$ cat src/rtl/mskaes_ak_pkg.sv
// rtl/mskaes_ak_pkg.sv - shared types, constants and share-index helper for the masked AddRoundKey block
//
// Purpose : FSM state enum, AES state width, and the (bit, share) -> flat-index mapping
//           used by every sharing in this block (bit b share s lives at b*d+s).
// Ports   : none (package).
package mskaes_ak_pkg;

    typedef enum logic [1:0] {
        IDLE,
        BUSY,
        DONE
    } ak_state_e;

    localparam int NBITS = 128;

    // Flat position of bit b, share s in a d-share vector.
    function automatic int sh_idx(input int b, input int s, input int nsh);
        return b * nsh + s;
    endfunction

endpackage

$ cat src/rtl/mskaes_ak_serial_if.sv
// rtl/mskaes_ak_serial_if.sv - handshake/data bundle for mskaes_ak_serial
//
// Purpose : groups the input pair handshake, the result handshake and (optionally) the
//           refresh randomness into one interface.
// Ports   : master (producer/consumer side) drives in_valid, sh_state_in, sh_key_in,
//           out_ready, rnd; slave (the block) drives in_ready, out_valid, sh_state_out.
// Config  : MSKAES_AK_REFRESH_EN adds rnd (W*(d-1) bits).
interface mskaes_ak_serial_if #(
    parameter int d = 2,
    parameter int W = 32
);
    logic               in_valid;
    logic               in_ready;
    logic [128*d-1:0]   sh_state_in;
    logic [128*d-1:0]   sh_key_in;
    logic               out_valid;
    logic               out_ready;
    logic [128*d-1:0]   sh_state_out;
`ifdef MSKAES_AK_REFRESH_EN
    logic [W*(d-1)-1:0] rnd;

    modport master (
        output in_valid, sh_state_in, sh_key_in, out_ready, rnd,
        input  in_ready, out_valid, sh_state_out
    );

    modport slave (
        input  in_valid, sh_state_in, sh_key_in, out_ready, rnd,
        output in_ready, out_valid, sh_state_out
    );
`else
    modport master (
        output in_valid, sh_state_in, sh_key_in, out_ready,
        input  in_ready, out_valid, sh_state_out
    );

    modport slave (
        input  in_valid, sh_state_in, sh_key_in, out_ready,
        output in_ready, out_valid, sh_state_out
    );
`endif
endinterface

$ cat src/rtl/mskaes_ak_slice.sv
// rtl/mskaes_ak_slice.sv - combinational W-bit chunk of masked AddRoundKey
//
// Purpose : share-wise XOR of one state chunk with one key chunk; with
//           MSKAES_AK_REFRESH_EN the key chunk is re-shared with fresh randomness first.
// Ports   : st_chunk / key_chunk  in  W*d   chunk bits, local bit j share s at j*d+s
//           rnd                   in  W*(d-1) one W-bit mask per share 0..d-2 (macro only)
//           sum_chunk             out W*d   st_chunk ^ (refreshed) key_chunk
module mskaes_ak_slice #(
    parameter int d = 2,
    parameter int W = 32
) (
    input  logic [W*d-1:0]     st_chunk,
    input  logic [W*d-1:0]     key_chunk,
`ifdef MSKAES_AK_REFRESH_EN
    input  logic [W*(d-1)-1:0] rnd,
`endif
    output logic [W*d-1:0]     sum_chunk
);

    logic [W*d-1:0] key_r;

    always_comb begin
        key_r = key_chunk;
`ifdef MSKAES_AK_REFRESH_EN
        // Masks added to shares 0..d-2 are cancelled by their XOR on share d-1,
        // so the unmasked key bit is untouched.
        for (int j = 0; j < W; j++) begin
            logic acc;
            acc = 1'b0;
            for (int s = 0; s < d - 1; s++) begin
                key_r[j*d+s] = key_r[j*d+s] ^ rnd[s*W+j];
                acc          = acc ^ rnd[s*W+j];
            end
            key_r[j*d+d-1] = key_r[j*d+d-1] ^ acc;
        end
`endif
        sum_chunk = st_chunk ^ key_r;
    end

endmodule

$ cat src/rtl/mskaes_ak_serial.sv
// rtl/mskaes_ak_serial.sv - serialised masked AES AddRoundKey over d-share Boolean sharings
//
// Purpose : captures a shared 128-bit state and round key, XORs them share-wise one W-bit
//           chunk per cycle (NCHUNK = 128/W cycles) and holds the shared result until taken.
// Ports   : clk, rst (async, active-high); bus (slave modport of mskaes_ak_serial_if):
//           in_valid/in_ready + sh_state_in/sh_key_in, out_valid/out_ready + sh_state_out,
//           rnd when MSKAES_AK_REFRESH_EN is defined.
// Config  : MSKAES_AK_REFRESH_EN - refresh key shares with rnd before each chunk XOR.
module mskaes_ak_serial
    import mskaes_ak_pkg::*;
#(
    parameter int d = 2,
    parameter int W = 32
) (
    input  logic              clk,
    input  logic              rst,
    mskaes_ak_serial_if.slave bus
);

    localparam int NCHUNK = NBITS / W;
    localparam int CW     = (NCHUNK > 1) ? $clog2(NCHUNK) : 1;
    localparam int CHW    = W * d;

    ak_state_e          state;
    logic [CW-1:0]      cnt;
    logic [NBITS*d-1:0] st_q;
    logic [NBITS*d-1:0] key_q;
    logic [CHW-1:0]     chunk_sum;
    int                 base;

    // Because shares of a bit are adjacent, chunk cnt of all shares is one contiguous slice.
    assign base = sh_idx(int'(cnt) * W, 0, d);

    mskaes_ak_slice #(
        .d (d),
        .W (W)
    ) u_slice (
        .st_chunk  (st_q[base +: CHW]),
        .key_chunk (key_q[base +: CHW]),
`ifdef MSKAES_AK_REFRESH_EN
        .rnd       (bus.rnd),
`endif
        .sum_chunk (chunk_sum)
    );

    // rst gates in_ready so nothing is offered acceptance while reset is held.
    assign bus.in_ready     = !rst && ((state == IDLE) || ((state == DONE) && bus.out_ready));
    assign bus.out_valid    = (state == DONE);
    assign bus.sh_state_out = st_q;

    always_ff @(posedge clk or posedge rst) begin
        if (rst) begin
            state <= IDLE;
            cnt   <= '0;
            st_q  <= '0;
            key_q <= '0;
        end else begin
            case (state)
                IDLE: begin
                    if (bus.in_valid) begin
                        st_q  <= bus.sh_state_in;
                        key_q <= bus.sh_key_in;
                        cnt   <= '0;
                        state <= BUSY;
                    end
                end
                BUSY: begin
                    st_q[base +: CHW] <= chunk_sum;
                    if (cnt == CW'(NCHUNK - 1)) begin
                        state <= DONE;
                    end else begin
                        cnt <= cnt + 1'b1;
                    end
                end
                DONE: begin
                    if (bus.out_ready) begin
                        if (bus.in_valid) begin
                            st_q  <= bus.sh_state_in;
                            key_q <= bus.sh_key_in;
                            cnt   <= '0;
                            state <= BUSY;
                        end else begin
                            state <= IDLE;
                        end
                    end
                end
                default: state <= IDLE;
            endcase
        end
    end

endmodule

$ cat src/flat_wrapper.sv
// flat-port wrapper written by rule: the top's interface ports become plain ports
module mskaes_ak_serial_flat import mskaes_ak_pkg::*;
#(
    parameter int d = 2,
    parameter int W = 32
)
  (clk, rst, bus_in_valid, bus_sh_state_in, bus_sh_key_in, bus_out_ready, bus_in_ready, bus_out_valid, bus_sh_state_out);
  mskaes_ak_serial_if #(.d(d), .W(W)) bus_i ();
  input  logic clk;
  input  logic rst;
  input wire logic [$bits(bus_i.in_valid)-1:0] bus_in_valid;
  input wire logic [$bits(bus_i.sh_state_in)-1:0] bus_sh_state_in;
  input wire logic [$bits(bus_i.sh_key_in)-1:0] bus_sh_key_in;
  input wire logic [$bits(bus_i.out_ready)-1:0] bus_out_ready;
  output wire logic [$bits(bus_i.in_ready)-1:0] bus_in_ready;
  output wire logic [$bits(bus_i.out_valid)-1:0] bus_out_valid;
  output wire logic [$bits(bus_i.sh_state_out)-1:0] bus_sh_state_out;
  assign bus_i.in_valid = bus_in_valid;
  assign bus_i.sh_state_in = bus_sh_state_in;
  assign bus_i.sh_key_in = bus_sh_key_in;
  assign bus_i.out_ready = bus_out_ready;
  assign bus_in_ready = bus_i.in_ready;
  assign bus_out_valid = bus_i.out_valid;
  assign bus_sh_state_out = bus_i.sh_state_out;
  mskaes_ak_serial #(.d(d), .W(W)) u_core (.clk(clk), .rst(rst), .bus(bus_i));
endmodule
$ cat config.mk
export PLATFORM = sky130hd
export DESIGN_NAME = mskaes_ak_serial_flat
export DESIGN_NICKNAME = d
export VERILOG_FILES = /design/src/rtl/mskaes_ak_pkg.sv /design/src/rtl/mskaes_ak_serial_if.sv /design/src/rtl/mskaes_ak_slice.sv /design/src/rtl/mskaes_ak_serial.sv /design/src/flat_wrapper.sv
export SDC_FILE = /design/constraint.sdc
export NUM_CORES = 2
export LEC_CHECK = 0
export CORE_MARGIN = 2
export CORE_UTILIZATION = 25
export DETAILED_ROUTE_END_ITERATION = 6
export DONT_BUFFER_PORTS = 1
export GPL_TIMING_DRIVEN = 0
export PLACE_DENSITY = 0.47
export SYNTH_ARGS = -nofsm -noshare
export SYNTH_HDL_FRONTEND = slang
export SYNTH_SLANG_ARGS = --single-unit
$ cat constraint.sdc
create_clock -name clk -period 50.5 [get_ports clk]
set_clock_uncertainty 0.1 [all_clocks]
set_input_delay 12.625 -clock clk [delete_from_list [all_inputs] [get_ports clk]]
set_output_delay 12.625 -clock clk [all_outputs]
set_load 0.02 [all_outputs]
==> flow_metrics.py <==
metrics = {
    "power_and_ir_drop": {
        "leakagePower_uw": 0.0130,
        "total_power_uw": 2440,
        "peakVddDrop_uv": 37.5,
        "powerDensity_nw_per_um2": 83.5,
    },
    "floorplan": {
        "start_util_pct": 25.2,
        "rows": 116,
        "ios": 774,
        "dieArea_sq_um": 104000,
        "core_area_sq_um": 100000,
        "dieWidth_um": 322,
        "die_h_um": 322,
    },
    "cells_and_area": {
        "final_core_util_pct": 29.2,
        "syn_to_final_growth_pct": 15.9,
        "fin_nets": 3320,
        "layout-drive-gt1-share_pct": 6.71,
        "fin_area_sq_um": 29300,
        "layout_commonest_cell": "nand2_1",
        "layout_common_cells": "967 x nand2_1, 516 x dfrtp_1, 259 x o21ai_0",
    },
    "place": {
        "place_hpwl_um": 84500,
        "routabilityCongestion": 0.854,
        "dpl_cell_area_sq_um": 27000,
        "port_buffers": 0,
    },
    "synthesis": {
        "ys_warn_count": 0,
        "ys_seq_area_share_pct": 51.1,
        "synth_area_leaders": "dfrtp_1 51%, nand2_1 14%, a2bb2oi_1 8.9%",
        "synth_area_sq_um": 25200,
        "synth_top_area_share_pct": 51.1,
        "synthCells": 2726,
        "synth.avg_cell_area_sq_um": 9.26,
        "synth_top_cell_by_area": "dfrtp_1",
        "synth_nets": 3246,
        "ys_ff_latch": 516,
        "synth.distinct_cells": 30,
    },
    "route": {
        "post_drt_wl_per_cell_um": 27.6,
        "vias_per_cell": 4.97,
        "drc_errors": 0,
        "drt.antenna.violating_nets": 0,
        "vias": 20700,
        "first_pass_iters": 7,
        "drt_iter0_drc": 1304,
        "drt_wl_total_um": 115000,
    },
    "clock_tree": {
        "insertion_delay_ns": 0.63,
        "cts.sinks": 516,
        "clkTransAtPathRegs_ns": 0.06,
        "cts_resized": 0,
        "cts_buffer_depth": 3,
        "cts_tree": "done",
        "post_cts_buffers": 0,
        "htree_levels": 3,
        "numCtsBuffers": 68,
        "cts_root_buf": "clkbuf_16",
        "cts_hold_buffers": 0,
    },
    "outcome": {
        "outcome": "finished clean",
    },
    "timing": {
        "worst_pin_slew_ns": 1.43,
        "max_slew_margin_pct": 4.95,
        "fmax_mhz": 38.4,
        "rsz0062_at_grt": "no",
        "holdWs_ns": 0.393,
        "setup_tns_ns": 0,
        "fin_crit_ns": 26.07,
        "slew_viol_final": 0,
        "setup_viol": 0,
        "fin_crit_sh_pct": 51.6,
        "final_hold_viol_count": 0,
    },
    "worst_setup_path": {
        "critical_path_arrival_ns": 13.35,
        "crit_start": "bus_out_ready",
        "reg2reg_to": "u_core.bus.sh_state_out[50]$_DFFE_PP0P_",
        "critPathMaxFanout": 4,
        "r2r-start": "u_core.cnt[1]$_DFFE_PP0P_",
        "ff2ff_path_depth": 8,
        "setup.worst_path.class": "in -> out",
        "rrSetupSlack_ns": 46.43,
        "end_kind": "output pin",
        "crit_slowest_cell": "nor3_1",
        "path_cells": "nor2b_1 -> nor3_1",
        "startpoint_type": "primary input",
        "endpoint": "bus_in_ready",
        "cp_slowest_stage_delay_ns": 0.62,
        "path_buf_inv": 0,
        "path_depth": 2,
        "crit_family": "simple AND/OR/NAND/NOR gates",
        "required_ns": 37.78,
    },
    "grt": {
        "grt_max_degree": 119,
        "grt_overflow": 0,
        "grt_first_pass_wirelength_um": 160000,
        "track_usage_pct": 21.6,
        "grt_pass1_vias": 21000,
        "antenna_found_initial": 44,
    },
    "min_path": {
        "min_path_type": "reg -> reg",
    },
    "run": {
        "maxCapViolCount": 0,
    },
}
kinds of logic (layout without fill, tap and decap cells):
family | after synthesis | after routing | share of synthesized area (%)
muxes | 64 | 64 | 2.54
AOI/OAI and AO/OA | 550 | 550 | 15.1
and+or+nand+nor | 1142 | 1142 | 18.9
DFF | 516 | 516 | 51.1
xor gates and xnor gates | 256 | 256 | 8.88
other | 0 | 16 | 0
adders and majority gates | 4 | 4 | 0.198
buffers and inverters | 194 | 313 | 3.28
worst min-delay path by stage:
stage          depth (start not counted)  slack [ns]                          start                            end
5_1_grt                                2        0.41  u_core.key_q[103]$_DFFE_PP0P_  u_core.key_q[103]$_DFFE_PP0P_
3_5_place_dp                           2        0.38   u_core.key_q[92]$_DFFE_PP0P_   u_core.key_q[92]$_DFFE_PP0P_
4_1_cts                                2        0.40   u_core.key_q[91]$_DFFE_PP0P_   u_core.key_q[91]$_DFFE_PP0P_
3_3_place_gp                           2        0.38   u_core.key_q[58]$_DFFE_PP0P_   u_core.key_q[58]$_DFFE_PP0P_
2_1_floorplan                          2        0.37  u_core.key_q[100]$_DFFE_PP0P_  u_core.key_q[100]$_DFFE_PP0P_
6_report                               2        0.39   u_core.key_q[88]$_DFFE_PP0P_   u_core.key_q[88]$_DFFE_PP0P_
layout make-up:
cell class | count | area [sq um]
clock inverter | 21 | 233
antenna | 16 | 40.0
multi-input combinational | 2016 | 11500
fill | 10800 | 70900
clock buffer | 94 | 2000
inverter | 5 | 26.3
timing repair buffer | 4 | 110
sequential | 516 | 12900
tap | 1298 | 1620
buffer | 189 | 811
routing by layer:
metal  GRT usage, %  share of wire, %  up-vias
met2           34.9                47      742
met4           6.95               3.0       46
met1           27.4                42    10300
met5              0              0.24        -
met3           6.72               7.7      223
li1               -                 -     9331
per-stage QoR:
stage,std cells,setup slack [ns]
detailed placement,4028,24.40
floorplan,2726,23.36
finish,4159,24.43
CTS,4143,24.40
global route,4158,24.36
global placement,4024,15.36
state kept, by name, indices dropped and copies added, names as in the netlist:
| name | flops |
|---|---|
| u_core.bus.sh_state_out | 256 |
| u_core.state | 2 |
| u_core.cnt | 2 |
| u_core.key_q | 256 |
power breakdown:
group          total [uW]  internal, uW  switching [uW]
sequential            997           623             374
combinational         948           408             540
clock                 498           296             202
total                2440          1330            1120
cells in the mapped netlist, drive strengths merged:
master	number
and2b	1
xor2	64
nand3	3
mux2i	64
or3b	64
or2	1
clkbuf	112
nor2b	2
o211ai	35
and4bb	1
nand2b	2
inv	5
nor3	2
nor4b	1
nor2	65
nand2	969
and3	1
ha	4
xnor2	192
nand3b	30
a2bb2oi	256
o21ai	259
buf	77
dfrtp	516
Power figures use the tool's default switching activity.
